$ cat config.mk
export PLATFORM = sky130hd
export DESIGN_NAME = pi_flag_ctl
export DESIGN_NICKNAME = d
export VERILOG_FILES = /design/src/rtl/pi_pkg.sv /design/src/rtl/pi_prio_enc.sv /design/src/rtl/pi_flag_ctl.sv
export SDC_FILE = /design/constraint.sdc
export NUM_CORES = 1
export LEC_CHECK = 0
export CAP_MARGIN = 20
export CORE_MARGIN = 5
export CORE_UTILIZATION = 35
export CTS_CLUSTER_DIAMETER = 80
export DETAILED_ROUTE_END_ITERATION = 12
export PLACE_DENSITY = 0.66
export SETUP_SLACK_MARGIN = 0.1
export SKIP_CTS_REPAIR_TIMING = 1
export SLEW_MARGIN = 20
export SYNTH_ARGS = -nofsm -noshare
export SYNTH_HDL_FRONTEND = slang
export SYNTH_SLANG_ARGS = --single-unit
$ cat constraint.sdc
create_clock -name clk -period 2 [get_ports clk]
set_clock_uncertainty 0.2 [all_clocks]
set_input_delay 0.2 -clock clk [delete_from_list [all_inputs] [get_ports clk]]
set_output_delay 0.2 -clock clk [all_outputs]
set_load 0.01 [all_outputs]
$ cat src/rtl/pi_pkg.sv
// Shared definitions for the PI flag controller: flag write modes and the
// level-to-request one-hot helper.
package pi_pkg;

  localparam logic [1:0] FM_LOAD = 2'b00;
  localparam logic [1:0] FM_SET  = 2'b01;
  localparam logic [1:0] FM_CLR  = 2'b10;
  localparam logic [1:0] FM_NOP  = 2'b11;

  // Level k maps to bit k-1; level 0 and levels beyond nLevels request nothing.
  function automatic logic [31:0] onehot_lvl(input logic [31:0] lvl, input logic [31:0] nLevels);
    logic [31:0] oneHot;
    oneHot = 32'd0;
    if ((lvl != 32'd0) && (lvl <= nLevels)) begin
      oneHot = 32'd1 << (lvl - 32'd1);
    end else begin
      oneHot = 32'd0;
    end
    return oneHot;
  endfunction

endpackage

$ cat src/rtl/pi_prio_enc.sv
// Combinational lowest-index priority encoder; the parent registers idx/vld.
module pi_prio_enc #(
  parameter  int NFLAGS = 8,
  localparam int IW     = (NFLAGS > 1) ? $clog2(NFLAGS) : 1
) (
  input  logic [NFLAGS-1:0] req,
  output logic [IW-1:0]     idx,
  output logic              vld
);

  // Scan downward so the lowest set index is the last one written.
  always_comb begin
    idx = {IW{1'b0}};
    vld = |req;
    for (int i = NFLAGS - 1; i >= 0; i--) begin
      idx = req[i] ? IW'(i) : idx;
    end
  end

endmodule

$ cat src/rtl/pi_flag_ctl.sv
// Sticky interrupt flags with enable mask, rising-edge capture independent of
// clken, software load/set/clear, registered PI request and source reporting.
module pi_flag_ctl
  import pi_pkg::*;
#(
  parameter  int NFLAGS  = 8,
  parameter  int NLEVELS = 7,
  localparam int LW      = $clog2(NLEVELS + 1),
  localparam int IW      = (NFLAGS > 1) ? $clog2(NFLAGS) : 1
) (
  input  logic               clk,
  input  logic               rst,
  input  logic               clken,
  input  logic [NFLAGS-1:0]  int_in,
  input  logic               flag_wr,
  input  logic [1:0]         flag_mode,
  input  logic [NFLAGS-1:0]  flag_data,
  input  logic               cfg_wr,
  input  logic [NFLAGS-1:0]  cfg_en,
  input  logic [NFLAGS-1:0]  cfg_auto,
  input  logic               cfg_sw,
  input  logic [LW-1:0]      cfg_lvl,
  input  logic               pi_ack,
  output logic [NFLAGS-1:0]  flags,
  output logic [NFLAGS-1:0]  en_mask,
  output logic               int_req,
  output logic [IW-1:0]      src_idx,
  output logic               src_vld,
  output logic [NLEVELS-1:0] pi_req_out
);

  logic [NFLAGS-1:0]  intPrev;
  logic [NFLAGS-1:0]  flagsReg;
  logic [NFLAGS-1:0]  enReg;
  logic [NFLAGS-1:0]  autoReg;
  logic               swReg;
  logic [LW-1:0]      lvlReg;
  logic               intReqReg;
  logic [IW-1:0]      srcIdxReg;
  logic               srcVldReg;
  logic [NLEVELS-1:0] piReqReg;

  logic [NFLAGS-1:0]  edgeDet;
  logic               swWrite;
  logic               cfgWrite;
  logic [NFLAGS-1:0]  swData;
  logic [NFLAGS-1:0]  ackClr;
  logic [NFLAGS-1:0]  flagsNext;
  logic [NFLAGS-1:0]  pending;
  logic [IW-1:0]      encIdx;
  logic               encVld;
  logic               intReqNext;
  logic [NLEVELS-1:0] piReqNext;

  assign edgeDet  = int_in & ~intPrev;
  assign swWrite  = clken & flag_wr;
  assign cfgWrite = clken & cfg_wr;
  assign pending  = flagsReg & enReg;

  // Edge-detect history runs every clock so short pulses are never missed.
  always_ff @(posedge clk or posedge rst) begin
    if (rst) begin
      intPrev <= {NFLAGS{1'b0}};
    end else begin
      intPrev <= int_in;
    end
  end

  // Software write data for the selected mode.
  always_comb begin
    swData = flagsReg;
    case (flag_mode)
      FM_LOAD: swData = flag_data;
      FM_SET:  swData = flagsReg | flag_data;
      FM_CLR:  swData = flagsReg & ~flag_data;
      FM_NOP:  swData = flagsReg;
      default: swData = flagsReg;
    endcase
  end

  // Ack targets the registered source of this cycle, only where auto-clear is on.
  always_comb begin
    ackClr = {NFLAGS{1'b0}};
    for (int i = 0; i < NFLAGS; i++) begin
      ackClr[i] = pi_ack & srcVldReg & autoReg[i] & (srcIdxReg == IW'(i));
    end
  end

  // Per-bit priority: hardware edge, then software write, then ack clear.
  always_comb begin
    flagsNext = flagsReg;
    for (int i = 0; i < NFLAGS; i++) begin
      if (edgeDet[i]) begin
        flagsNext[i] = 1'b1;
      end else if (swWrite) begin
        flagsNext[i] = swData[i];
      end else if (ackClr[i]) begin
        flagsNext[i] = 1'b0;
      end else begin
        flagsNext[i] = flagsReg[i];
      end
    end
  end

  // Flag register.
  always_ff @(posedge clk or posedge rst) begin
    if (rst) begin
      flagsReg <= {NFLAGS{1'b0}};
    end else begin
      flagsReg <= flagsNext;
    end
  end

  // Configuration loads as one unit.
  always_ff @(posedge clk or posedge rst) begin
    if (rst) begin
      enReg   <= {NFLAGS{1'b0}};
      autoReg <= {NFLAGS{1'b0}};
      swReg   <= 1'b0;
      lvlReg  <= {LW{1'b0}};
    end else if (cfgWrite) begin
      enReg   <= cfg_en;
      autoReg <= cfg_auto;
      swReg   <= cfg_sw;
      lvlReg  <= cfg_lvl;
    end else begin
      enReg   <= enReg;
      autoReg <= autoReg;
      swReg   <= swReg;
      lvlReg  <= lvlReg;
    end
  end

  pi_prio_enc #(
    .NFLAGS (NFLAGS)
  ) uPrioEnc (
    .req (pending),
    .idx (encIdx),
    .vld (encVld)
  );

  // Request terms derived from the current registers.
  always_comb begin
    intReqNext = encVld | swReg;
    if (intReqNext) begin
      piReqNext = NLEVELS'(onehot_lvl(32'(lvlReg), NLEVELS));
    end else begin
      piReqNext = {NLEVELS{1'b0}};
    end
  end

  // Output registers trail the flag/config registers by one edge.
  always_ff @(posedge clk or posedge rst) begin
    if (rst) begin
      intReqReg <= 1'b0;
      srcIdxReg <= {IW{1'b0}};
      srcVldReg <= 1'b0;
      piReqReg  <= {NLEVELS{1'b0}};
    end else begin
      intReqReg <= intReqNext;
      srcIdxReg <= encIdx;
      srcVldReg <= encVld;
      piReqReg  <= piReqNext;
    end
  end

  assign flags      = flagsReg;
  assign en_mask    = enReg;
  assign int_req    = intReqReg;
  assign src_idx    = srcIdxReg;
  assign src_vld    = srcVldReg;
  assign pi_req_out = piReqReg;

endmodule

**Word-level counts from Yosys, hierarchy flattened**

Cells that the tools add are included.

- Add/sub/neg operators: 1
- Eq/ne operators: 18
- Shifts and indexed selects: 1
- Multiplexer cells: 35
- Bitwise operators: 26
- Reduce and logical (&&, ||, !) cells: 20

Operator list:

| cell | number |
|---|---|
| 1-bit by 32-bit << shifter with 7-bit output (first input constant) | 1 |
| 3-bit nonzero test | 9 |
| 8-bit AND | 3 |
| 1-bit two-way mux | 24 |
| 3-bit two-way mux | 8 |
| 3-bit inequality test (second input constant) | 8 |
| 8-bit one-hot mux with 3 select lines | 1 |
| 1-bit AND | 19 |
| 8-bit NOT | 2 |
| 2-bit AND reduction | 8 |
| 7-bit two-way mux | 2 |
| 3-bit equality test (second input constant) | 4 |
| 8-bit OR | 1 |
| 8-bit OR reduction | 1 |
| 3-bit by 2-bit equality test with 1-bit output (second input constant) | 2 |
| 2-bit equality test (second input constant) | 2 |
| 3-bit by 1-bit subtractor with 4-bit output (second input constant) | 1 |
| 3-bit by 1-bit equality test with 1-bit output (second input constant) | 1 |
| 3-bit zero test | 1 |
| 2-bit by 1-bit equality test with 1-bit output (second input constant) | 1 |
| 2-bit zero test | 1 |
| 1-bit OR | 1 |

- Flip-flop bits (word level): 48
- Bits of input ports: 44
- Output and inout port bits: 28
- Word-level logic and storage cells: 118

**Longest topological paths before layout**

Gate-level depths: netlist of run 1.

- Depth after elaboration: 9
- Gate-level depth with buffers: 6
- Mapped depth without buffers: 6

**Hierarchy**

A second synthesis of run 1 with hierarchy kept.

- Cells, all modules: 189
- Area, all modules: 2358.5 um2

By module, submodules not included:

| module | instances | cells an instance | area each (um2) | sequential area each (um2) |
|---|---|---|---|---|
| pi_flag_ctl | 1 | 176 | 2278.4 | 1201.2 |
| pi_prio_enc | 1 | 13 | 80.1 | 0.0 |

**Least setup slack after synthesis of run 1**

OpenSTA, ideal clock, no wires.

- Kind: input -> register
- From: in flag_mode[0]
- To: reg flagsReg[1], in the netlist flags[1]
- Library setup time: 0.126 ns
- Data arrival time: 1.265 ns
- Required time: 1.674 ns
- Path slack: 0.409 ns
- Stages on the path: 5
- Path buffers: 0
- Path through: inv_1 ha_1 nor2_1 a221oi_1 a311o_1

- Cells in the longest elaborated chain, start to end: 4
- Elaborated cells on any way between the ends: 9
- Classes of those cells: eq/ne (4); mux (3); reduce/logical (2)

RTL lines:

| what | line | source |
|---|---|---|
| start, declared | pi_flag_ctl.sv:16 | `input logic [1:0] flag_mode,` |
| 2-bit equality test (tied with other cells) | pi_flag_ctl.sv:72 | `case (flag_mode)` |
| 8-bit one-hot mux with 3 select lines | pi_flag_ctl.sv:72 |  |
| 1-bit two-way mux | pi_flag_ctl.sv:95 | `end else if (swWrite) begin` |
| 1-bit two-way mux | pi_flag_ctl.sv:93 | `if (edgeDet[i]) begin` |
| end signal, assigned | pi_flag_ctl.sv:108 | `flagsReg <= {NFLAGS{1'b0}};` |
| end signal, assigned | pi_flag_ctl.sv:110 | `flagsReg <= flagsNext;` |
| end, declared | pi_flag_ctl.sv:33 | `logic [NFLAGS-1:0] flagsReg;` |

Parallel ways exist; a longest one is shown, timed or not.
A chain may end at the register's enable or synchronous reset.

**Final worst setup path of run 1**

- From: reg flagsReg[2], in the netlist flags[2]
- To: out flags[2]

RTL lines:

| what | line | source |
|---|---|---|
| end, declared | pi_flag_ctl.sv:24 | `output logic [NFLAGS-1:0] flags,` |

No word-level cell between the ends.

==> results by group, run 1 <==
Status
  – Status: finished clean

Clock tree
  – Clock-pin transition on the worst setup and hold timing paths: 90 ps
  – # H-tree levels: 2
  – Max clock buf depth: 2
  – Num CTS Buffers: 5
  – CTS tree: built
  – Clk root buf: clkbuf_8
  – Clock sink count: 48
  – Later-pin clock latency in the skew report: 310 ps

Pwr
  – Sw Pwr: 741 µW
  – Power per cell area: 820 nW/µm²
  – Peak supply drop: 0.541 mV
  – Sequential share of power: 46.3%
  – Clock power frac: 26.0%
  – Int Pwr: 1.90 mW
  – Switch share: 28.0%
  – Leak Pwr: 1.40 nW
  – Combinational power share: 27.7%

Worst hold path
  – Hold WC Path Type: in -> async

GRT
  – Initial antenna violation count: 0
  – Grt ovf: 0
  – First-pass GRT wire length: 8.83 mm
  – Vias in the first global route: 1788
  – Pin count of the biggest net entering global routing: 30
  – Total GRT Usage: 14.8%

Final layout
  – Final net count: 326
  – Layout area overhead: 46.1%
  – Filler cells: 589
  – Ratio of cells with drive above 1 in the final layout: 17.1%
  – Number of antenna diodes: 0

Logic synthesis
  – Multiplexer share of the synthesized area: 10.2%
  – Simple-gate area share of the yosys netlist: 14.6%
  – Adder-cell area share of the yosys netlist: 4.53%
  – Yosys reg bits: 48
  – Post-synth EDFFs: 0
  – Compound-Gate Fraction of Synth Area: 13.5%
  – Synth cell types: 38
  – Syn. warnings: 0
  – Main flop type after synthesis: dfrtp_1
  – Cell Area, Synth: 2210 µm²
  – XOR/XNOR share of the synthesized area: 0%
  – Post-Syn Nets: 239
  – Largest family of logic cells by synthesized area: simple AND/OR/NAND/NOR gates
  – Synthesized instance count: 187
  – Post-synthesis sequential area ratio: 54.4%
  – Syn Area/Cell: 11.8 µm²
  – Async S/R FF share, synth: 100%

Drt
  – Post-route DRC violation count: 0
  – Total iterations of the first detailed-routing run: 4
  – Post-route ant nets: 0
  – Routed wire length: 5.61 mm
  – Vias: 1776
  – 1st-iter DRT viols: 56
  – Drt wl/cell: 15.9 µm
  – Vias per cell: 5.05

Place
  – Buffers added on ports: 71
  – DP HPWL: 4.39 mm
  – Final Wtd Congestion: 0.797
  – Place WS: -42.5 ps

STA
  – Max Freq: 0.554 GHz
  – RSZ-0062 raised after global routing: false
  – Final setup TNS: 0 ps
  – Period utilisation layout: 90.3%
  – Final setup viols: 0
  – Final Critical Period: 1810 ps
  – Worst Slack Setup Final: 195 ps
  – Slew HR: 69.8%
  – Worst Max-Slew Pin Slew: 452 ps
  – Final Hold Fails: 0
  – Final max-slew violation count: 0

Worst setup path
  – Worst reg2reg endpoint: pi_req_out[5]
  – CP Max Fanout: 4
  – Crit path launch type: flop
  – FF-to-FF path depth: 6
  – Reg2Reg Launch Point: lvlReg[0]
  – R2r setup slk: 280 ps
  – Critical Path RT: 1600 ps
  – Crit end category: primary output
  – Setup crit end: flags[2]
  – Crit path from: flags[2]
  – CP Data Arrival Time: 1410 ps
  – Setup Crit Path Kind: reg -> out

Floorplan
  – Initial core utilization: 35.4%
  – Die Y: 89.4 µm
  – Core Region: 6240 µm²
  – Die Area: 8000 µm²
  – Rows: 29
  – Boundary pin count: 72
  – Die W: 89.4 µm

Job
  – Max-cap violations: 0
## cell usage after synthesis (all sizes together), types with 2 or more instances
cell / number / area, µm²
ha: 8 / 100
a22oi: 4 / 30.0
dfrtp: 48 / 1200
nand2b: 12 / 75.1
nor2: 5 / 21.3
o32ai: 3 / 33.8
nand2: 8 / 32.5
a21oi: 10 / 50.1
a221oi: 4 / 35.0
a311o: 4 / 40.0
nor2b: 5 / 31.3
buf: 3 / 15.0
nand3: 3 / 15.0
inv: 12 / 45.0
and4: 2 / 20.0
nor4: 2 / 12.5
mux2: 20 / 225
and3: 9 / 56.3
nand4: 2 / 12.5
o21ai: 10 / 50.1
## worst max-delay path: stages, from the launching register on
cell	delay (ps)
dfrtp_1	400
buf_4	160
clkdlybuf4s50_1	540
## state kept, by name, indices dropped and copies added (netlist names)
signal,cells
autoReg,8
en_mask,8
flags,8
intPrev,8
pi_req_out,7
lvlReg,3
src_idx,3
int_req,1
src_vld,1
swReg,1
## placed cells by master (no fill, tap or decap), drive strengths merged, types with 2 or more instances in the layout
master / count
nand2b: 12
clkdlybuf4s50: 71
a311o: 4
nand3: 3
mux2: 20
o32ai: 3
inv: 12
dfrtp: 48
a22oi: 4
and3: 9
a221oi: 4
and4: 2
nand4: 2
nor2b: 5
a21oi: 10
o21ai: 10
nor4: 2
buf: 12
clkbuf: 5
nand2: 8
ha: 8
nor2: 5
## through the flow
stage / total power, mW / utilization (%) / hold slack [ps] / instances / instance area [µm²]
floorplan: 1.56 / - / 31.4 / 187 / 2210
global placement: 1.97 / 49.9 / 220 / 344 / 3120
detailed placement: 1.98 / 49.9 / 225 / 344 / 3120
CTS: 2.68 / 51.7 / 26.6 / 352 / 3230
global route: 2.79 / 51.7 / 46.6 / 352 / 3230
finish: 2.65 / 51.7 / 19.3 / 352 / 3230
## layer usage
metal	GRT usage (%)	share of wire, %	up-vias
met2	24.7	48	52
met3	3.78	7.2	6
met1	18.7	44	866
met4	4.87	1.1	0
met5	0	0	-
li1	-	-	852
## how the worst min path moves through the flow
stage / from / cells after the start / end
floorplan: int_in[0] / 0 / intPrev[0]
global placement: intPrev[5] / 1 / flags[5]
detailed placement: intPrev[5] / 1 / flags[5]
CTS: rst / 2 / en_mask[5]
global route: rst / 2 / int_req
finish: rst / 2 / int_req
## power by group through the flow
stage | logic, mW | registers, mW | clock network (mW)
2_1_floorplan | 0.299 | 1.26 | 0
6_report | 0.733 | 1.23 | 0.687
5_1_grt | 0.803 | 1.25 | 0.744
3_5_place_dp | 0.737 | 1.24 | 0
4_1_cts | 0.743 | 1.23 | 0.707
3_3_place_gp | 0.727 | 1.24 | 0
## final cells by class
class,instances,area [µm²],share of cell area (%)
Clock inverter,3,42.5,1.32
Inverter,12,45.0,1.40
Tap cell,77,96.3,2.99
Timing Repair Buffer,83,826,25.6
Clock buffer,5,68.8,2.13
Multi-Input combinational cell,124,947,29.4
Sequential cell,48,1200,37.2
## logic make-up (layout without fill, tap and decap cells)
| family | after synthesis | in the layout |
|---|---|---|
| buffers and inverters | 15 | 103 |
| AOI/OAI and AO/OA | 42 | 42 |
| muxes | 20 | 20 |
| DFF | 48 | 48 |
| adders and majority gates | 8 | 8 |
| and+or+nand+nor | 54 | 54 |
Note: power is estimated with default switching activity, not from simulation.
==> run 2, diff against run 1 <==
--- a/config.mk
+++ b/config.mk
@@ -5,7 +5,7 @@
 export SDC_FILE = /design/constraint.sdc
 export NUM_CORES = 1
 export LEC_CHECK = 0
-export CAP_MARGIN = 20
+export CAP_MARGIN = 10
 export CORE_MARGIN = 5
 export CORE_UTILIZATION = 35
 export CTS_CLUSTER_DIAMETER = 80
==> results of run 2 <==
Same layout as run 1: the final DEF is identical, and so are final timing and power.
==> run 3, diff against run 2 <==
--- a/config.mk
+++ b/config.mk
@@ -5,11 +5,11 @@
 export SDC_FILE = /design/constraint.sdc
 export NUM_CORES = 1
 export LEC_CHECK = 0
-export CAP_MARGIN = 10
 export CORE_MARGIN = 5
 export CORE_UTILIZATION = 35
 export CTS_CLUSTER_DIAMETER = 80
 export DETAILED_ROUTE_END_ITERATION = 12
+export GPL_TIMING_DRIVEN = 1
 export PLACE_DENSITY = 0.66
 export SETUP_SLACK_MARGIN = 0.1
 export SKIP_CTS_REPAIR_TIMING = 1
==> constraint.sdc (replaced) <==
create_clock -name clk -period 2 [get_ports clk]
set_clock_uncertainty 0.2 [all_clocks]
set_input_delay 0.5 -clock clk [delete_from_list [all_inputs] [get_ports clk]]
set_output_delay 0.5 -clock clk [all_outputs]
set_load 0.01 [all_outputs]
==> results by group, run 3 (synthesis gave the netlist of run 1 again) <==
Status
  – Status: finished clean

Worst setup path
  – Critical Path RT: 1990 ps
  – Critical path, cell by cell: clkdlybuf4s50_1, nand2_4, or2_1, a311o_1
  – CP Max Fanout: 7
  – FF-to-FF path depth: 6
  – Reg2Reg Launch Point: flags[6]
  – Crit path launch type: input pin
  – Critical Path Slowest Stage Cell: clkdlybuf4s50_1
  – Setup Crit Path Kind: in -> reg
  – CP Data Arrival Time: 1820 ps
  – Crit path from: clken
  – Crit end category: flop
  – Delay of the slowest critical-path stage: 530 ps

STA
  – RSZ-0062 raised after global routing: true
  – Worst Max-Slew Pin Slew: 308 ps
  – Final max-slew violation count: 0
  – Final setup TNS: 0 ps
  – Final setup viols: 0
  – Worst Slack Setup Final: 164 ps
  – Slew HR: 79.2%
  – Hold Slack: 231 ps
  – Final Hold Fails: 0
  – Period utilisation layout: 91.8%
  – Max Freq: 0.545 GHz
  – Final Critical Period: 1840 ps

Final layout
  – Number of antenna diodes: 0
  – Layout area overhead: 53.8%
  – Filler cells: 555
  – Post-layout util: 54.4%
  – Most frequent cells in the layout: 42 x dfrtp_1, 41 x clkdlybuf4s50_1, 30 x dlymetal6s2s_1, 20 x mux2_2, 15 x buf_4
  – Commonest non-fill, non-tap cell in the layout: dfrtp_1
  – Finished Layout Cells: 358
  – Final net count: 332
  – Ratio of cells with drive above 1 in the final layout: 23.1%

Place
  – Place WS: -360 ps
  – Placed cell count: 344
  – DP HPWL: 4.38 mm
  – Buffers added on ports: 71
  – Final Wtd Congestion: 0.783

Drt
  – Met2 Wirelength: 2.92 mm
  – Post-route DRC violation count: 0
  – Wl on met1: 2.25 mm
  – Post-route ant nets: 0
  – Vias: 1836
  – 1st-iter DRT viols: 106
  – Vias per cell: 5.13
  – Met3 routed WL: 451 µm
  – Drt wl/cell: 16.0 µm
  – Total iterations of the first detailed-routing run: 4
  – Routed wire length: 5.71 mm
  – Max layer used: met4

GRT
  – Initial antenna violation count: 0
  – Total GRT Usage: 14.7%
  – First-pass GRT wire length: 8.80 mm
  – Vias in the first global route: 1806
  – Pin count of the biggest net entering global routing: 49
  – Grt ovf: 0

Floorplan
  – Rows: 29
  – Die Y: 89.4 µm
  – Initial core utilization: 35.4%
  – Boundary pin count: 72
  – Core Region: 6240 µm²
  – Die Area: 8000 µm²
  – Die W: 89.4 µm

Clock tree
  – Clock-pin transition on the worst setup and hold timing paths: 90 ps
  – Clk root buf: clkbuf_8
  – Max clock buf depth: 2
  – # H-tree levels: 2
  – CTS tree: built
  – Later-pin clock latency in the skew report: 300 ps
  – Clock sink count: 48
  – Num CTS Buffers: 5

Worst hold path
  – Hold Crit Start: intPrev[5]
  – Hold WC Path Type: reg -> reg
  – Hold depth: 1

Job
  – Max-cap violations: 0

Pwr
  – Peak supply drop: 0.410 mV
  – Leak Pwr: 1.71 nW
  – Power per cell area: 781 nW/µm²
==> run 3: path summary, 6_finish.rpt <==
check / to / slack [ps]
max: flags[2] / 160
min: flags[5] / 230
max reg2reg: pi_req_out[5] / 230
min reg2reg: flags[5] / 230
max in group asynchronous: en_mask[1] / 1020
min in group asynchronous: intPrev[7] / 350
==> run 3: report_power, final <==
| group | total, mW | internal [mW] | switching, mW |
|---|---|---|---|
| registers | 1.22 | 1.11 | 0.112 |
| clock network | 0.681 | 0.370 | 0.311 |
| logic | 0.754 | 0.437 | 0.317 |
| total | 2.65 | 1.91 | 0.740 |
==> run 3: layer usage <==
layer / track usage, % / vias up
li1: - / 870
met1: 18.4 / 899
met2: 24.8 / 56
met3: 4.33 / 11
met4: 4.19 / 0
met5: 0 / -
==> run 3: worst max-delay path: cells and delay by family <==
family / cells / cell delay [ps]
buffers and inverters: 1 / 530
and+or+nand+nor: 2 / 420
AOI/OAI and AO/OA: 1 / 380
==> run 3: layout make-up <==
cell class | count | area [µm²] | share of cell area [%]
Clock inverter | 3 | 42.5 | 1.25
Tap cell | 77 | 96.3 | 2.84
Sequential cell | 48 | 1210 | 35.6
Inverter | 12 | 45.0 | 1.33
Timing Repair Buffer | 89 | 950 | 28.0
Clock buffer | 5 | 68.8 | 2.03
Multi-Input combinational cell | 124 | 986 | 29.0
==> run 3: per-stage QoR <==
stage	cell area, µm²	power, mW
2_1_floorplan	2210	1.56
3_3_place_gp	3120	1.96
3_5_place_dp	3120	1.97
4_1_cts	3230	2.67
5_1_grt	3400	2.82
6_report	3400	2.65
